--- config.mk ---
export PLATFORM = sky130hd
export DESIGN_NAME = instruction_fetch_unit
export DESIGN_NICKNAME = d
export VERILOG_FILES = /design/src/rtl/instruction_fetch_unit.sv
export SDC_FILE = /design/constraint.sdc
export NUM_CORES = 1
export LEC_CHECK = 0
export ABC_AREA = 0
export BUFFER_PORTS_ARGS = -buffer_cell sky130_fd_sc_hd__buf_4
export CAP_MARGIN = 0
export CELL_PAD_IN_SITES_DETAIL_PLACEMENT = 1
export CELL_PAD_IN_SITES_GLOBAL_PLACEMENT = 1
export CORE_MARGIN = 2
export CORE_UTILIZATION = 43
export CTS_BUF_LIST = sky130_fd_sc_hd__clkbuf_4 sky130_fd_sc_hd__clkbuf_8
export DETAILED_ROUTE_END_ITERATION = 8
export PLACE_DENSITY = 0.94
export SYNTH_ARGS = -nofsm -noshare
export SYNTH_HDL_FRONTEND = slang
export SYNTH_SLANG_ARGS = --single-unit
export TNS_END_PERCENT = 30
--- constraint.sdc ---
create_clock -name clk -period 5.8 [get_ports clk]
set_clock_uncertainty 0.15 [all_clocks]
set_input_delay 0.29 -clock clk [delete_from_list [all_inputs] [get_ports clk]]
set_output_delay 0.29 -clock clk [all_outputs]
set_load 0.02 [all_outputs]
--- src/rtl/instruction_fetch_unit.sv ---
// instruction_fetch_unit: PC register, IF/ID pipeline register and fetch counter with stall/flush/redirect.
// Define FETCH_HALT_EN to stop fetching once the PC runs past the end of the instruction image.
module instruction_fetch_unit #(
  parameter logic [63:0] RESET_PC   = 64'd0,
  parameter int unsigned IMEM_BYTES = 156,
  parameter logic [31:0] NOP_WORD   = 32'h00000013
) (
  input  logic        clk,
  input  logic        reset,
  input  logic        Stall,
  input  logic        Flush,
  input  logic        Branch_Taken,
  input  logic [63:0] Branch_Target,
  input  logic [31:0] Instruction,
  output logic [63:0] Inst_Address,
  output logic [63:0] IF_ID_PC,
  output logic [31:0] IF_ID_Instruction,
  output logic        IF_ID_Valid,
  output logic [31:0] Fetch_Count,
  output logic        Halted
);
  logic [63:0] pc_q, pc_d, ifid_pc_q, ifid_pc_d, tgt;
  logic [31:0] ifid_instr_q, ifid_instr_d, cnt_q, cnt_d;
  logic        ifid_valid_q, ifid_valid_d, halt_q, halt_nx, load, bubble;
  assign tgt = Branch_Target & ~64'd3;
`ifdef FETCH_HALT_EN
  typedef enum logic {RUN, HALT} state_t;
  state_t state_q, state_d;
  always_comb begin
    state_d = state_q;
    if (state_q == RUN && !Branch_Taken && !Stall && pc_q >= 64'(IMEM_BYTES)) state_d = HALT;
    else if (state_q == HALT && Branch_Taken && tgt < 64'(IMEM_BYTES)) state_d = RUN;
  end
  always_ff @(posedge clk or negedge reset)
    if (!reset) state_q <= RUN;
    else state_q <= state_d;
  assign halt_q  = state_q == HALT;
  assign halt_nx = state_d == HALT;
`else
  assign halt_q  = 1'b0;
  assign halt_nx = 1'b0;
`endif
  // Flush beats stall; a halted front end only feeds bubbles.
  always_comb begin
    pc_d         = Branch_Taken ? tgt : (Stall || halt_nx) ? pc_q : pc_q + 64'd4;
    load         = !Flush && !Stall && !halt_q && !halt_nx;
    bubble       = Flush || (!Stall && (halt_q || halt_nx));
    ifid_pc_d    = load ? pc_q : bubble ? 64'd0 : ifid_pc_q;
    ifid_instr_d = load ? Instruction : bubble ? NOP_WORD : ifid_instr_q;
    ifid_valid_d = load ? 1'b1 : bubble ? 1'b0 : ifid_valid_q;
    cnt_d        = (load && cnt_q != 32'hFFFFFFFF) ? cnt_q + 32'd1 : cnt_q;
  end
  always_ff @(posedge clk or negedge reset)
    if (!reset) begin
      pc_q         <= RESET_PC;
      ifid_pc_q    <= 64'd0;
      ifid_instr_q <= NOP_WORD;
      ifid_valid_q <= 1'b0;
      cnt_q        <= 32'd0;
    end else begin
      pc_q         <= pc_d;
      ifid_pc_q    <= ifid_pc_d;
      ifid_instr_q <= ifid_instr_d;
      ifid_valid_q <= ifid_valid_d;
      cnt_q        <= cnt_d;
    end
  assign Inst_Address      = pc_q;
  assign IF_ID_PC          = ifid_pc_q;
  assign IF_ID_Instruction = ifid_instr_q;
  assign IF_ID_Valid       = ifid_valid_q;
  assign Fetch_Count       = cnt_q;
  assign Halted            = halt_q;
endmodule
# Yosys cells after proc, flatten, opt, wreduce, memory -nomap -nowiden
# Cells that the tools add are included.
# totals
reg_bits,193
out_inout_bits,194
inputBits,101
elab_cells,22
# classes
n_reduce_logical,5
eq_ne,2
add_sub_neg,2
n_mux,8
# ops
cell,count
two-way mux 64 bit,4
"adder 64 x 3 -> 64 bit, second input constant",1
two-way mux 32 bit,2
"adder 32 x 1 -> 32 bit, second input constant",1
"!= test 32 bit, second input constant",1
logical AND 1 bit,2
zero test 1 bit,2
two-way mux 1 bit,2
"!= test 2 x 1 -> 1 bit, second input constant",1
nonzero test 2 bit,1

# Depth between registers and ports, before layout
# Gate-level depths: netlist (run 1).
# depth
ltp_word,3
mapped_depth,7
depth_no_buf,6

# Worst setup path after synthesis (run 1)
# OpenSTA, ideal clock, no wires.
# synth_timing
path_type,register -> register
startpoint,register pc_q[2] (netlist: Inst_Address[2])
endpoint,register pc_q[50] (netlist: Inst_Address[50])
arrival_ps,2440
required_ps,5568
slack_ps,3129
setup_time_ps,82
stages_incl_launch_ff,8
path_cell_list,dfrtp_1 -> ha_1 -> nand4_1 -> or4_1 -> or3_1 -> clkbuf_1 -> or3_1 -> a31oi_1
# synth_via
elab_chain_len,3
# synth_rtl
element,line,text
from (decl),22,"logic [63:0] pc_q, pc_d, ifid_pc_q, ifid_pc_d, tgt;"
from (signal assigned),61,pc_q <= pc_d;
adder 64 x 3 -> 64 bit,45,pc_d = Branch_Taken ? tgt : (Stall || halt_nx) ? pc_q : pc_q + 64'd4;
two-way mux 64 bit (2 in series),45,
# No other way between the ends. The select of a mux whose other input is x is not followed.
# A chain may end at the register's enable or synchronous reset.

# Worst setup path in the final report (run 1)
# layout_timing
startpoint,register pc_q[4] (netlist: Inst_Address[4])
endpoint,register pc_q[51] (netlist: Inst_Address[51])
# The elaborated chain is that of the path after synthesis.

==> PnR_summary.wiki, run 1 <==
{| class="wikitable"
! Metric !! Value
|-
| Run status || complete, no violations
|-
| Layout cell share with drive strength beyond 1 || 0.267
|-
| Required time of the worst setup path || 6.03 ns
|-
| Total half-perimeter wirelength after legalization and detailed placement || between 20000 and 25000 um
|-
| First-iteration detailed-routing DRC count || about 440
|-
| Hold-fix buffer count after cts || 93
|-
| Top cell type's share of synthesized area || 0.513
|-
| Hold wc startpoint || Flush
|-
| Routability-driven placement congestion ratio || a little over 0.8
|-
| Number of antenna cells inserted || 0
|-
| Root buf cell || sky130_fd_sc_hd__clkbuf_8
|-
| Total gr overflow || 0
|-
| Setup repair after global routing missed its margin || false
|-
| Number of gates resized after cts || 0
|-
| Register clock-pin slew on the reported worst setup and hold paths || around 0.11 ns
|-
| Startpoint of the worst-slack reg-to-reg timing path || Inst_Address[4]$_DFFE_PN0N_
|-
| Most frequent cell after synthesis || sky130_fd_sc_hd__dfrtp_1
|-
| Hold Crit Depth || 2
|-
| Ports || just under 300
|-
| Crit path launch type || flop
|-
| Pleak || 6.07 nW
|-
| Leading post-synthesis cells by cell area || sky130_fd_sc_hd__dfrtp_1 (51%), sky130_fd_sc_hd__mux2i_1 (10%), sky130_fd_sc_hd__xnor2_1 (4.8%)
|-
| Pre-antenna DRT Iters || 4
|-
| Final TNS setup || 0 ns
|-
| Flop2flop setup slack || 2.59 ns
|-
| Cell taking the most area after synthesis || sky130_fd_sc_hd__dfrtp_1
|-
| Overall die height || approximately 150 um
|-
| CTS sink count || 189
|-
| Final core area utilization || 0.611
|-
| Number of antenna violations at the first check in global routing || 0
|-
| Register area share after synthesis || 0.522
|-
| Mean instance size in the synthesized netlist || between 10 and 15 sq um
|-
| Distinct cells, synth || 48
|-
| Worst reg-to-reg path cell count || 5
|-
| Total wire length after detailed routing || around 36000 um
|-
| Maximum vdd drop || around 0.19 mV
|-
| Via count normalized by instance count || ~5.7
|-
| Via count of the first global-routing pass || between 9000 and 10000
|-
| Largest net degree at the start of global routing || 96
|-
| Share of flip-flops with an asynchronous set or reset after synthesis || 1.00
|-
| End of the worst register-to-register path || Inst_Address[51]$_DFFE_PN0N_
|-
| Number of buffers created by CTS || 17
|-
| Max_cap viols || 0
|-
| Final design instance area without fill || roughly 0.013 sq mm
|-
| Chip Width || between 100 and 150 um
|-
| Count of pins over their slew limit || 0
|-
| Mapped Cells || 900
|-
| Clk Latency, worst-skew pair || 0.48 ns
|-
| Standard-cell row count || between 50 and 60
|-
| TritonCTS clock tree || yes
|-
| Total GRT Usage || 0.322
|-
| Critical path endpoint category || flop
|-
| Final nets || 1359
|-
| Effective utilization at floorplan || 0.434
|-
| Final hold slack || ~0.034 ns
|-
| Crit share post-route || 0.553
|-
| Hold WC Path Type || in -> reg
|-
| Syn-to-layout area delta || 40.8%
|-
| H-Tree Depth || 4
|-
| Critical Setup Path Class || reg -> reg
|-
| Std-Cell Core Area || 0.0209 sq mm
|-
| Final critical delay including setup and external delays || between 3 and 4 ns
|-
| Most instantiated cells after synthesis || sky130_fd_sc_hd__dfrtp_1 (186), sky130_fd_sc_hd__nor2_1 (115), sky130_fd_sc_hd__mux2i_1 (93)
|-
| Post-synth EDFFs || 0
|-
| Slew headroom || 0.260
|-
| Vias after detailed routing || between 8000 and 9000
|-
| F_max || ~310 MHz
|-
| Most used flip-flop cell after synthesis || sky130_fd_sc_hd__dfrtp_1
|-
| First-pass GRT wire length || about 55000 um
|-
| Post-detailed-route count of antenna-violating nets || 0
|-
| Power density of the placed cells || 259 mW/mm^2
|-
| Number of I/O port buffers || approximately 290
|-
| Number of post-CTS setup repair buffers || 0
|-
| CTS Buffer Depth || 2
|-
| YS warnings || 0
|-
| Final Hold Viols || 0
|-
| Cell-by-cell listing of the critical path || nand3_1 > or4_1 > or4_4 > or3_1 > a31oi_1
|-
| DR DRC count || 0
|-
| Placed inst area || between 0.01 and 0.015 sq mm
|-
| Netlist area before placement || roughly 0.009 sq mm
|-
| Wire length per cell after detailed routing || 23.3 um
|-
| Die area || 0.0223 sq mm
|-
| Transition time at the pin with the least slew margin || between 1 and 1.5 ns
|-
| Cell type of the slowest stage on the worst timing path || sky130_fd_sc_hd__or4_1
|-
| Final setup vio count || 0
|-
| Hold Crit Endpoint || IF_ID_PC[21]$_DFFE_PN0P_
|-
| Post-synthesis sequential element count || ~190
|-
| Critical path peak fanout || 11
|-
| Crit path DAT || roughly 3.4 ns
|-
| Largest stage delay, worst path || just over 0.8 ns
|}
## power by group
| part | total [W] | switching, W | internal (W) |
|---|---|---|---|
| combinational | 0.000746 | 0.000419 | 0.000328 |
| clock | 0.000977 | 0.000564 | 0.000413 |
| sequential | 0.00158 | 0.000157 | 0.00142 |
| total | 0.00330 | 0.00114 | 0.00216 |
## area by class of cell
| class | count | area (sq um) |
|---|---|---|
| Fill cell | 2286 | 8120 |
| Sequential cell | 189 | 4730 |
| Multi-Input combinational cell | 650 | 4080 |
| Timing Repair Buffer | 388 | 3160 |
| Tap cell | 275 | 344 |
| Clock buffer | 18 | 248 |
| Clock inverter | 14 | 170 |
| Inverter | 10 | 37.5 |
## per-layer routing
| metal | wire, um | vias to the layer above | global-route usage |
|---|---|---|---|
| met5 | 0 | - | 0 |
| met3 | 1980 | 113 | 0.0645 |
| met4 | 1740 | 0 | 0.160 |
| li1 | - | 3863 | - |
| met2 | 19000 | 380 | 0.578 |
| met1 | 13200 | 4448 | 0.366 |
## how the worst max path moves through the flow
stage                                             from                            to  depth (start not counted)
after floorplan            Inst_Address[2]$_DFFE_PN0N_  Inst_Address[50]$_DFFE_PN0N_                          7
after global placement                           Stall  Inst_Address[61]$_DFFE_PN0N_                          6
after detailed placement                         Stall   Fetch_Count[29]$_DFFE_PN0P_                          8
after CTS                 Inst_Address[14]$_DFFE_PN0N_  Inst_Address[61]$_DFFE_PN0N_                          5
after global routing      Inst_Address[15]$_DFFE_PN0N_  Inst_Address[51]$_DFFE_PN0N_                          5
final                      Inst_Address[4]$_DFFE_PN0N_  Inst_Address[51]$_DFFE_PN0N_                          5
## stage by stage
step	total power, W	std cells	worst slack (ns)
after floorplan	0.00190	904	3.13
after global placement	0.00221	1419	2.68
after detailed placement	0.00226	1419	2.58
after CTS	0.00325	1544	2.72
after global routing	0.00342	1544	2.51
final	0.00330	1544	2.59
## layout by cell type (no fill, tap or decap), types with 2 or more instances in the layout
cell type                       instances
sky130_fd_sc_hd__bufinv_16              2
sky130_fd_sc_hd__clkbuf_8              19
sky130_fd_sc_hd__dlygate4sd3_1         93
sky130_fd_sc_hd__nor2_1               115
sky130_fd_sc_hd__nor2b_1               11
sky130_fd_sc_hd__nor4_1                23
sky130_fd_sc_hd__inv_1                 10
sky130_fd_sc_hd__xnor2_1               50
sky130_fd_sc_hd__o21ai_0               53
sky130_fd_sc_hd__and3_1                13
sky130_fd_sc_hd__nor3_1                19
sky130_fd_sc_hd__nand2_1               85
sky130_fd_sc_hd__a31oi_1                9
sky130_fd_sc_hd__mux2_2                 3
sky130_fd_sc_hd__and4_1                12
sky130_fd_sc_hd__o211ai_1               2
sky130_fd_sc_hd__or4_1                 10
sky130_fd_sc_hd__and2_1                 2
sky130_fd_sc_hd__inv_8                  4
sky130_fd_sc_hd__inv_6                  4
sky130_fd_sc_hd__or2_2                  2
sky130_fd_sc_hd__dfrtp_1              186
sky130_fd_sc_hd__nand2b_1               3
sky130_fd_sc_hd__nand3_1               38
sky130_fd_sc_hd__nand4_1               36
sky130_fd_sc_hd__conb_1                 5
sky130_fd_sc_hd__a22oi_1                4
sky130_fd_sc_hd__ha_1                   2
sky130_fd_sc_hd__buf_4                293
sky130_fd_sc_hd__or3_1                 11
sky130_fd_sc_hd__a21oi_1                6
sky130_fd_sc_hd__xor2_1                24
sky130_fd_sc_hd__clkinv_4               2
sky130_fd_sc_hd__mux2i_1               93
sky130_fd_sc_hd__o31a_1                 2
sky130_fd_sc_hd__dfstp_2                3
sky130_fd_sc_hd__a211o_1                3
## kinds of logic (layout without fill, tap and decap cells)
logic type / Yosys count / after routing / share of synthesized area
mux: 96 / 96 / 0.106
xor+xnor: 74 / 74 / 0.0714
flops: 189 / 189 / 0.522
compound gates: 85 / 85 / 0.0543
buf+inv: 65 / 430 / 0.0298
fa+ha+maj: 2 / 2 / 0.00276
other cells: 1 / 5 / 0.000413
simple gates: 388 / 388 / 0.213
## state kept, by name, summed over array words and instances, names as in the netlist
signal             cells
IF_ID_PC              62
Inst_Address          62
Fetch_Count           32
IF_ID_Instruction     32
IF_ID_Valid            1
## worst max-delay path: cells and delay by family (launching register included)
family / cells / cell delay (ns)
flip-flops: 1 / 0.52
AO/OA/AOI/OAI: 1 / 0.21
AND/OR/NAND/NOR: 4 / 2.23
Note: power is estimated with default switching activity, not from simulation.
==> run 2: changes to the inputs <==
CORE_UTILIZATION = 36   (was 43)
PLACE_DENSITY = 0.84   (was 0.94)
clock period = 2.7 ns   (was 5.8 ns; I/O delays follow)
==> run 2 against run 1 <==
Critical endpoint is now Inst_Address[61]$_DFFE_PN0N_. Clock power increased by 90%. Combinational power rose by 130%. Wire length is 6.5% lower. Via count shrank 1.5%. Total power rose by 110%. Critical path type is now in -> reg.
==> PnR_summary.wiki, run 2 (synthesized netlist as in run 1, its figures left out) <==
{| class="wikitable"
! Metric !! Value
|-
| Total half-perimeter wirelength after legalization and detailed placement || approximately 22000 um
|-
| Ports || between 200 and 300
|-
| Final TNS setup || 0 ns
|-
| Max_cap viols || 0
|-
| Number of I/O port buffers || 287
|-
| Power Total || between 0.006 and 0.007 W
|-
| Critical path endpoint category || flop
|-
| Critical Setup Path Class || in -> reg
|-
| Root buf cell || sky130_fd_sc_hd__clkbuf_8
|-
| Largest net degree at the start of global routing || 96
|-
| DR DRC count || 0
|-
| First-pass GRT wire length || 52200 um
|-
| Chip Width || around 160 um
|-
| Syn-to-layout area delta || 46.3%
|-
| Register clock-pin slew on the reported worst setup and hold paths || around 0.11 ns
|-
| Critical path peak fanout || 11
|-
| Crit share post-route || 0.970
|-
| Commonest cells after routing, fill and taps aside || sky130_fd_sc_hd__buf_4 (345), sky130_fd_sc_hd__dfrtp_1 (185), sky130_fd_sc_hd__nor2_1 (115), sky130_fd_sc_hd__dlygate4sd3_1 (97), sky130_fd_sc_hd__mux2i_1 (93)
|-
| H-Tree Depth || 4
|-
| Vias after detailed routing || 8675
|-
| Final core area utilization || 0.532
|-
| Final design instance area without fill || approximately 0.013 sq mm
|-
| Power density of the placed cells || roughly 520 mW/mm^2
|-
| Post-detailed-route count of antenna-violating nets || 0
|-
| Via count of the first global-routing pass || 9515
|-
| Wire length per cell after detailed routing || around 20 um
|-
| Routability-driven placement congestion ratio || 0.829
|-
| Fillers || between 2000 and 3000
|-
| Std-Cell Core Area || about 0.025 sq mm
|-
| Cell type of the slowest stage on the worst timing path || sky130_fd_sc_hd__or4_1
|-
| Pleak || roughly 6.3 nW
|-
| Setup repair after global routing missed its margin || false
|-
| Crit path DAT || around 2.8 ns
|-
| Transition time at the pin with the least slew margin || 1.09 ns
|-
| Slew headroom || 0.273
|-
| Count of pins over their slew limit || 0
|-
| Die area || about 0.026 sq mm
|-
| Effective utilization at floorplan || 0.363
|-
| TritonCTS clock tree || yes
|-
| Final nets || around 1400
|-
| F_max || about 380 MHz
|-
| Number of antenna violations at the first check in global routing || 1
|-
| Via count normalized by instance count || 5.23
|-
| Final setup vio count || 0
|-
| First-iteration detailed-routing DRC count || between 400 and 500
|-
| Total gr overflow || 0
|-
| Crit path launch type || input port
|-
| Total wire length after detailed routing || about 34000 um
|-
| Cell-by-cell listing of the critical path || dlygate4sd3_1 > buf_6 > nand4b_1 > or4_1 > or4_4 > or3_1 > a31oi_1
|-
| Largest stage delay, worst path || ~0.64 ns
|-
| Run status || complete, no violations
|-
| CTS sink count || between 150 and 200
|-
| Standard-cell row count || between 50 and 60
|-
| Total GRT Usage || 0.252
|-
| Pre-antenna DRT Iters || 4
|-
| Placed inst area || 0.0119 sq mm
|-
| Maximum vdd drop || 0.463 mV
|-
| Final hold slack || between 0.05 and 0.06 ns
|-
| Most common library cell in the layout ignoring fill and taps || sky130_fd_sc_hd__buf_4
|-
| Overall die height || between 150 and 200 um
|-
| Final critical delay including setup and external delays || ~2.6 ns
|-
| Required time of the worst setup path || between 2 and 3 ns
|-
| Number of buffers created by CTS || 17
|-
| CTS Buffer Depth || 2
|-
| Final Hold Viols || 0
|-
| Layout cell share with drive strength beyond 1 || 0.298
|-
| Clk Latency, worst-skew pair || 0.47 ns
|-
| Hold WC Path Type || in -> reg
|}
==> run 2: critical path, delay by kind of cell <==
family | cells | cell delay (ns)
AO/OA/AOI/OAI | 1 | 0.18
buffers and inverters | 2 | 0.69
AND/OR/NAND/NOR | 4 | 1.83
==> run 2: final timing paths <==
path,depth (start not counted),to,slack (ns),from
setup reg to reg,5,Inst_Address[61]$_DFFE_PN0N_,0.12,Inst_Address[6]$_DFFE_PN0N_
max in group asynchronous,3,IF_ID_PC[45]$_DFFE_PN0P_,1.79,reset
hold / removal,5,Fetch_Count[3]$_DFFE_PN0P_,0.05,Flush
hold reg to reg,1,Fetch_Count[6]$_DFFE_PN0P_,0.36,Fetch_Count[6]$_DFFE_PN0P_
setup / recovery,7,Inst_Address[61]$_DFFE_PN0N_,0.08,Stall
min in group asynchronous,3,IF_ID_PC[47]$_DFFE_PN0P_,0.11,reset
==> run 2: timing repair <==
item | 4_1_cts | 5_1_grt
endpoints found under the setup margin | 0 | 4
resized for setup | 0 | 2
hold endpoints to repair | 283 | 0
setup buffers | 0 | 0
hold buffers | 97 | 0
==> run 2: layer usage <==
metal	part of all wire	vias to the layer above	track usage
met2	0.52	261	0.452
met1	0.40	4392	0.304
met3	0.048	62	0.0425
met5	0	-	0
li1	-	3960	-
met4	0.029	0	0.0941
==> run 2: per-stage QoR <==
step | std cells | worst slack [ns]
global route | 1658 | 0.00921
global placement | 1528 | 0.174
finish | 1658 | 0.0805
detailed placement | 1528 | 0.107
floorplan | 904 | 0.0285
CTS | 1657 | 0.0798
==> run 2: report_power, final <==
group | leakage, nW | switching (W) | internal, W
Combinational | 3.71 | 0.000951 | 0.000781
Sequential | 2.43 | 0.000250 | 0.00305
Clock | 0.185 | 0.00119 | 0.000673
==> run 2: cell type report <==
| cell class | instances | area, sq um | area share |
|---|---|---|---|
| multi-input cells | 650 | 4090 | 0.308 |
| clock buffers | 17 | 234 | 0.0176 |
| inverters | 10 | 37.5 | 0.00283 |
| well taps | 330 | 413 | 0.0311 |
| clock inverters | 15 | 133 | 0.0100 |
| flip-flops and latches | 189 | 4730 | 0.357 |
| repair buffers | 446 | 3630 | 0.273 |
| diodes | 1 | 2.50 | 0.000189 |
